`src/rtl/dfs_walker.sv`:
```
// Preorder (left-before-right) depth-first walker over a node memory, deferring right children to an external LIFO.
// Optional feature: define DFS_VISIT_COUNT_EN to add the saturating visit_count output.
module dfs_walker #(
  parameter int IDX_WIDTH  = 8,
  parameter int NODE_WIDTH = 2*IDX_WIDTH+3
) (
  input  logic                  clk,
  input  logic                  reset,
  input  logic                  start,
  input  logic [IDX_WIDTH-1:0]  root_idx,
  output logic                  node_rd_en,
  output logic [IDX_WIDTH-1:0]  node_addr,
  input  logic [NODE_WIDTH-1:0] node_rdata,
  output logic                  stk_push,
  output logic                  stk_pop,
  output logic [IDX_WIDTH-1:0]  stk_din,
  input  logic [IDX_WIDTH-1:0]  stk_dout,
  input  logic                  stk_just_popped,
  input  logic                  stk_full,
  input  logic                  stk_empty,
  output logic                  visit_valid,
  output logic [IDX_WIDTH-1:0]  visit_idx,
  output logic                  visit_leaf,
  output logic                  busy,
  output logic                  done,
  output logic                  err
`ifdef DFS_VISIT_COUNT_EN
  ,
  output logic [IDX_WIDTH:0]    visit_count
`endif
);

  typedef enum logic [2:0] {
    IDLE     = 3'd0,
    FETCH    = 3'd1,
    DECODE   = 3'd2,
    POP      = 3'd3,
    POP_WAIT = 3'd4
  } state_e;

  state_e               state_q;
  logic [IDX_WIDTH-1:0] cur_q;
  logic [IDX_WIDTH-1:0] node_addr_q;
  logic                 node_rd_en_q;
  logic                 stk_pop_q;
  logic                 busy_q;
  logic                 err_q;

  logic                 n_leaf_s;
  logic                 n_has_l_s;
  logic                 n_has_r_s;
  logic [IDX_WIDTH-1:0] n_left_s;
  logic [IDX_WIDTH-1:0] n_right_s;
  logic                 in_decode_s;
  logic                 both_s;
  logic                 push_s;
  logic                 start_ok_s;
  logic                 done_s;

  assign n_leaf_s  = node_rdata[NODE_WIDTH-1];
  assign n_has_l_s = node_rdata[NODE_WIDTH-2];
  assign n_has_r_s = node_rdata[NODE_WIDTH-3];
  assign n_left_s  = node_rdata[2*IDX_WIDTH-1:IDX_WIDTH];
  assign n_right_s = node_rdata[IDX_WIDTH-1:0];

  // The node word only exists during DECODE, so visit and push strobes are decoded from it in that cycle.
  assign in_decode_s = !reset && (state_q == DECODE);
  assign both_s      = n_has_l_s && n_has_r_s;
  assign push_s      = in_decode_s && both_s && !stk_full;
  assign start_ok_s  = !reset && (state_q == IDLE) && start && stk_empty;
  assign done_s      = (!reset && (state_q == IDLE) && start && !stk_empty)
                     || (in_decode_s && ((both_s && stk_full) || (!n_has_l_s && !n_has_r_s && stk_empty)));

  assign node_rd_en  = node_rd_en_q;
  assign node_addr   = node_addr_q;
  assign stk_push    = push_s;
  assign stk_pop     = stk_pop_q;
  assign stk_din     = push_s ? n_right_s : {IDX_WIDTH{1'b0}};
  assign visit_valid = in_decode_s;
  assign visit_idx   = in_decode_s ? cur_q : {IDX_WIDTH{1'b0}};
  assign visit_leaf  = in_decode_s && n_leaf_s;
  assign busy        = busy_q;
  assign done        = done_s;
  assign err         = err_q;

  // Traversal state machine; the next fetch address and read strobe are registered on the transition into FETCH.
  always_ff @(posedge clk) begin
    if (reset) begin
      state_q      <= IDLE;
      cur_q        <= {IDX_WIDTH{1'b0}};
      node_addr_q  <= {IDX_WIDTH{1'b0}};
      node_rd_en_q <= 1'b0;
      stk_pop_q    <= 1'b0;
      busy_q       <= 1'b0;
      err_q        <= 1'b0;
    end else begin
      node_rd_en_q <= 1'b0;
      stk_pop_q    <= 1'b0;
      case (state_q)
        IDLE: begin
          if (start && stk_empty) begin
            cur_q        <= root_idx;
            node_addr_q  <= root_idx;
            node_rd_en_q <= 1'b1;
            err_q        <= 1'b0;
            busy_q       <= 1'b1;
            state_q      <= FETCH;
          end else if (start) begin
            err_q <= 1'b1;
          end
        end
        FETCH: state_q <= DECODE;
        DECODE: begin
          if (both_s && stk_full) begin
            err_q   <= 1'b1;
            busy_q  <= 1'b0;
            state_q <= IDLE;
          end else if (n_has_l_s) begin
            cur_q        <= n_left_s;
            node_addr_q  <= n_left_s;
            node_rd_en_q <= 1'b1;
            state_q      <= FETCH;
          end else if (n_has_r_s) begin
            cur_q        <= n_right_s;
            node_addr_q  <= n_right_s;
            node_rd_en_q <= 1'b1;
            state_q      <= FETCH;
          end else if (stk_empty) begin
            busy_q  <= 1'b0;
            state_q <= IDLE;
          end else begin
            stk_pop_q <= 1'b1;
            state_q   <= POP;
          end
        end
        POP: state_q <= POP_WAIT;
        POP_WAIT: begin
          if (stk_just_popped) begin
            cur_q        <= stk_dout;
            node_addr_q  <= stk_dout;
            node_rd_en_q <= 1'b1;
            state_q      <= FETCH;
          end
        end
        default: begin
          busy_q  <= 1'b0;
          state_q <= IDLE;
        end
      endcase
    end
  end

`ifdef DFS_VISIT_COUNT_EN
  logic [IDX_WIDTH:0] visit_count_q;

  assign visit_count = visit_count_q;

  // Saturating count of visits since the last accepted start.
  always_ff @(posedge clk) begin
    if (reset || start_ok_s) begin
      visit_count_q <= {(IDX_WIDTH+1){1'b0}};
    end else if (in_decode_s && (visit_count_q != {(IDX_WIDTH+1){1'b1}})) begin
      visit_count_q <= visit_count_q + {{IDX_WIDTH{1'b0}}, 1'b1};
    end
  end
`endif

endmodule

```
`config.mk`:
```
export PLATFORM = sky130hd
export DESIGN_NAME = dfs_walker
export DESIGN_NICKNAME = d
export VERILOG_FILES = /design/src/rtl/dfs_walker.sv
export SDC_FILE = /design/constraint.sdc
export NUM_CORES = 1
export LEC_CHECK = 0
export ABC_AREA = 1
export CAP_MARGIN = 20
export CORE_MARGIN = 1
export CORE_UTILIZATION = 40
export DETAILED_ROUTE_END_ITERATION = 12
export MAX_ROUTING_LAYER = met4
export PLACE_DENSITY = 0.92
export REMOVE_ABC_BUFFERS = 1
export SKIP_LAST_GASP = 1
export SYNTH_ARGS = -nofsm -noshare
export SYNTH_HDL_FRONTEND = slang
export SYNTH_SLANG_ARGS = --single-unit
```
`constraint.sdc`:
```
create_clock -name clk -period 2.1 [get_ports clk]
set_input_delay 0.42 -clock clk [delete_from_list [all_inputs] [get_ports clk]]
set_output_delay 0.42 -clock clk [all_outputs]
set_load 0.01 [all_outputs]
```
* After elaboration in Yosys (flattened, before gate mapping) *
Cells that the tools add are included.

operators by class
  equal/unequal tests = 13
  muxes and demuxes = 32
  bitwise logic cells = 2
  reductions and logical operators = 29

operators by type and width
  kind                count
  $mux 8              7
  $pmux 8 s3          1
  $pmux 3 s5          1
  $mux 1              14
  $logic_and 1x1->1   13
  $ne 3x2->1 const B  4
  $reduce_and 5->1    2
  $mux 2              4
  $eq 3x2->1 const B  2
  $mux 3              2
  $pmux 1 s3          2
  $logic_not 1->1     5
  $reduce_or 5->1     1
  $ne 2x1->1 const B  2
  $ne 2x2->1 const B  2
  $eq 3x1->1 const B  1
  $eq 3x3->1 const B  1
  $logic_not 3->1     1
  $ne 3x3->1 const B  1
  $reduce_and 3->1    1
  $reduce_bool 3->1   1
  $reduce_or 3->1     1
  $logic_or 1x1->1    2
  $not 1->1           2
  3 further kinds     3

word-level totals
  register bits after elaboration = 15
  bits of input ports = 41
  output and inout port bits = 32
  word-level logic and storage cells = 82

* Depth between registers and ports, before layout *
  word-level depth = 6
  gate-level depth with buffers = 10
  mapped depth without buffers = 8

* Worst setup path after synthesis *
OpenSTA, ideal clock, no wires.

  path type = reg2out
  from = register state_q[2]
  to = output stk_din[0]
  arrival time = 1,164 ps
  required time = 1,680 ps
  slack = 516 ps
  cell stages (with the launch flop) = 6
  buffers on the path = 0
  path through = dfxtp_1 > inv_2 > nand3_4 > nor2_4 > nand4_2 > nor2_1

on the way
  cells in the longest elaborated chain, start to end = 5

ends and longest elaborated chain
  element                         RTL line  text
  start, declared                 41        state_e state_q;
  start signal, assigned          89        state_q <= IDLE;
  start signal, assigned          107       state_q <= FETCH;
  start signal, assigned          112       FETCH: state_q <= DECODE;
  $eq 3x2->1                      67        assign in_decode_s = !reset && (state_q == DECODE);
  $logic_and 1x1->1               67
  net visit_valid                 21        output logic visit_valid,
  $logic_and 1x1->1 (2 in a row)  69        assign push_s = in_decode_s && both_s && !stk_full;
  $mux 8                          78        assign stk_din = push_s ? n_right_s : {IDX_WIDTH{1'b0}};
  end, declared                   16        output logic [IDX_WIDTH-1:0] stk_din,

The timed path passes the listed nets, and every way through them passes these cells.

* Worst setup path in the final report *
  from = register state_q[2]
  to = output stk_din[3]

on the way
  cells in the longest elaborated chain, start to end = 5

ends and longest elaborated chain
  element                         RTL line
  $eq 3x2->1                      67
  $logic_and 1x1->1               67
  $logic_and 1x1->1 (2 in a row)  69
  $mux 8                          78

No other way between the ends.

==> impl_metrics.csv <==
group,metric,value,unit
clock_network,clockBufferDepth,2,
synth,synth.largest_area_cell,"dfxtp_1",
worst_hold_path,hp-class,"flip-flop to flip-flop",
synth,synth_area_leaders,"dfxtp_1 (25%), nand2_1 (17%), nand3_1 (9.7%)",
route,vias,1491,
layout,seq_area,304,µm²
sta,timing.final.ws_setup,0.0680,ns
setup_path,worstPathArrival,1.61,ns
route,drt-total-wl,3.61,mm
placed_design,place_hpwl,2.66,mm
clock_network,cts_buffers,3,
setup_path,worstSetupPathType,"flip-flop to output pin",
synth,synth.yosys.seq_area_share,0.254,
floorplanning,coreArea,0.00278,mm²
sta,finalWorstPathRequiredPeriod,2.03,ns
global_routing,grt_pass1_vias,1296,
clock_network,clkTransAtPathRegs,0.09,ns
setup_path,critPathCaptureType,"output pin",
job,maxCapViolCount,0,
synth,ys_ff_latch,15,
sta,period_share,0.968,
layout,fin_cells,314,
global_routing,antenna_found_initial,0,
clock_network,clk_latency,0.28,ns
run_status,status,"finished, final reports clean",
layout,final_common_cell,"nand2_1",
floorplanning,die_area,0.00317,mm²
synth,yosys_warnings,0,
global_routing,grt_usage,0.230,
placed_design,gp_congestion,0.995,
floorplanning,pin_count,73,
global_routing,overflow,0,
synth,avgSynthCellArea,6.03,µm²
synth,syn_inst,196,
pwr,power.total,1.20,mW
layout,area_delta_synth_final,72.0,%
sta,fmax,492,MHz
setup_path,cp.required,1.68,ns
global_routing,grt_max_degree,18,
layout,multiInputGateArea,746,µm²
layout,antennaDiodeCount,0,
floorplanning,dieHeight,56.3,µm
synth,yosysTopAreaCellShare,0.254,
clock_network,hold_buffers,0,
layout,drive_gt1_frac,0.205,
pwr,peakVddDrop,0.442,mV
clock_network,cts_sinks,15,
layout,filler_cell_count,231,
route,avgViaCountPerCell,4.75,
route,wl_per_cell,11.5,µm
clock_network,cts_tree,"built",
layout,nNetsFinal,325,
sta,finalHoldViolCount,0,
placed_design,place.port_buffers,72,
sta,worst_pin_slew,0.414,ns
placed_design,place_inst,304,
layout,mostFrequentLayoutCells,"nand2_1 (52), clkdlybuf4s50_1 (49), inv_1 (29), nor2_1 (25), nand3_1 (23)",
sta,drv_slew,0,
synth,synth.distinct_cells,22,
sta,slew_headroom,0.724,
floorplanning,fp-row-count,19,
route,drtIter0Drc,60,
synth,synth_area,0.00118,mm²
setup_path,cp_max_fo,6,
route,ant_nets,0,
setup_path,critPathLaunchType,"flip-flop",
floorplanning,die_w,56.3,µm
pwr,p_leak,1.06,nW
clock_network,htreeDepth,1,
sta,fin_skew,0.00113,ns
pwr,power_density,589,mW/mm²
route,dr.pass1.iters,4,
clock_network,root_buffer,"clkbuf_4",
global_routing,grt_pass1_wl,5.58,mm
route,drc,0,
floorplanning,initial_core_util,0.425,
sta,final.setup.tns,0,ns
sta,finalSetupViolCount,0,
placed_design,dp_slack,-0.343,ns
## final cells by class
type	count	area share
clock buffers	4	0.0129
inverters	33	0.0610
multi-input cells	145	0.367
flip-flops and latches	15	0.150
well taps	31	0.0191
repair buffers	86	0.390
## through the flow
step / area, µm² / hold slack (ns) / util
after floorplan: 1130 / 0.489 / -
after global placement: 1960 / 0.497 / 0.705
after detailed placement: 1960 / 0.508 / 0.705
after CTS: 2010 / 0.522 / 0.724
after global routing: 2030 / 0.540 / 0.731
final: 2030 / 0.524 / 0.731
## worst max-delay path, stage by stage (launching register included)
cell and delay [ns]:
dfxtp_2 0.37, inv_2 0.08, nand3_4 0.09, nor2_4 0.12
buf_4 0.16, nand4_4 0.10, nor2_1 0.13, dlygate4sd2_1 0.27
## final timing paths
| check | start | endpoint | slack, ns | cells after the start |
|---|---|---|---|---|
| min | busy | busy | 0.52 | 4 |
| min reg2reg | busy | busy | 0.52 | 4 |
| max reg2reg | state_q[2] | busy | 0.64 | 9 |
| max | state_q[2] | stk_din[3] | 0.07 | 7 |
## kinds of logic (layout without fill, tap and decap cells)
family | Yosys count | in the layout | share of synthesized area
AO/OA/AOI/OAI | 14 | 14 | 0.0614
buffers and inverters | 37 | 123 | 0.144
flip-flops | 15 | 15 | 0.254
AND/OR/NAND/NOR | 130 | 131 | 0.540
## repair_timing
action                                  CTS  global route
setup buffers                             3             2
cloned                                    1             0
hold endpoints to repair                  0             0
gates resized for setup                  23            12
pin swaps                                 1             1
endpoints found under the setup margin   20            11
## state kept, by name (all words and copies together) (netlist names)
register    flops
stk_pop         1
node_rd_en      1
node_addr       8
busy            1
state_q         3
err             1
## power by group
group | switching [mW] | leakage (nW) | internal [mW] | total, mW
sequential | 0.0378 | 0.125 | 0.341 | 0.379
combinational | 0.338 | 0.920 | 0.309 | 0.647
clock | 0.0970 | 0.0150 | 0.0737 | 0.171
## cells in the mapped netlist, drive strengths merged
master and instances:
dfxtp 15, nor2 46, or2 1, clkbuf 1, nand3b 1, nand4 1, buf 3, nand2 56
a21oi 3, nand3 25, o31ai 1, inv 33, o21ai 10
## metal layers
layer,vias to the layer above,share of wire,track usage
li1,773,-,-
met1,624,0.40,0.258
met2,80,0.50,0.401
met3,14,0.058,0.0207
met4,0,0.038,0.122
met5,-,0,-
No activity file was read; power rests on OpenSTA's default activity.
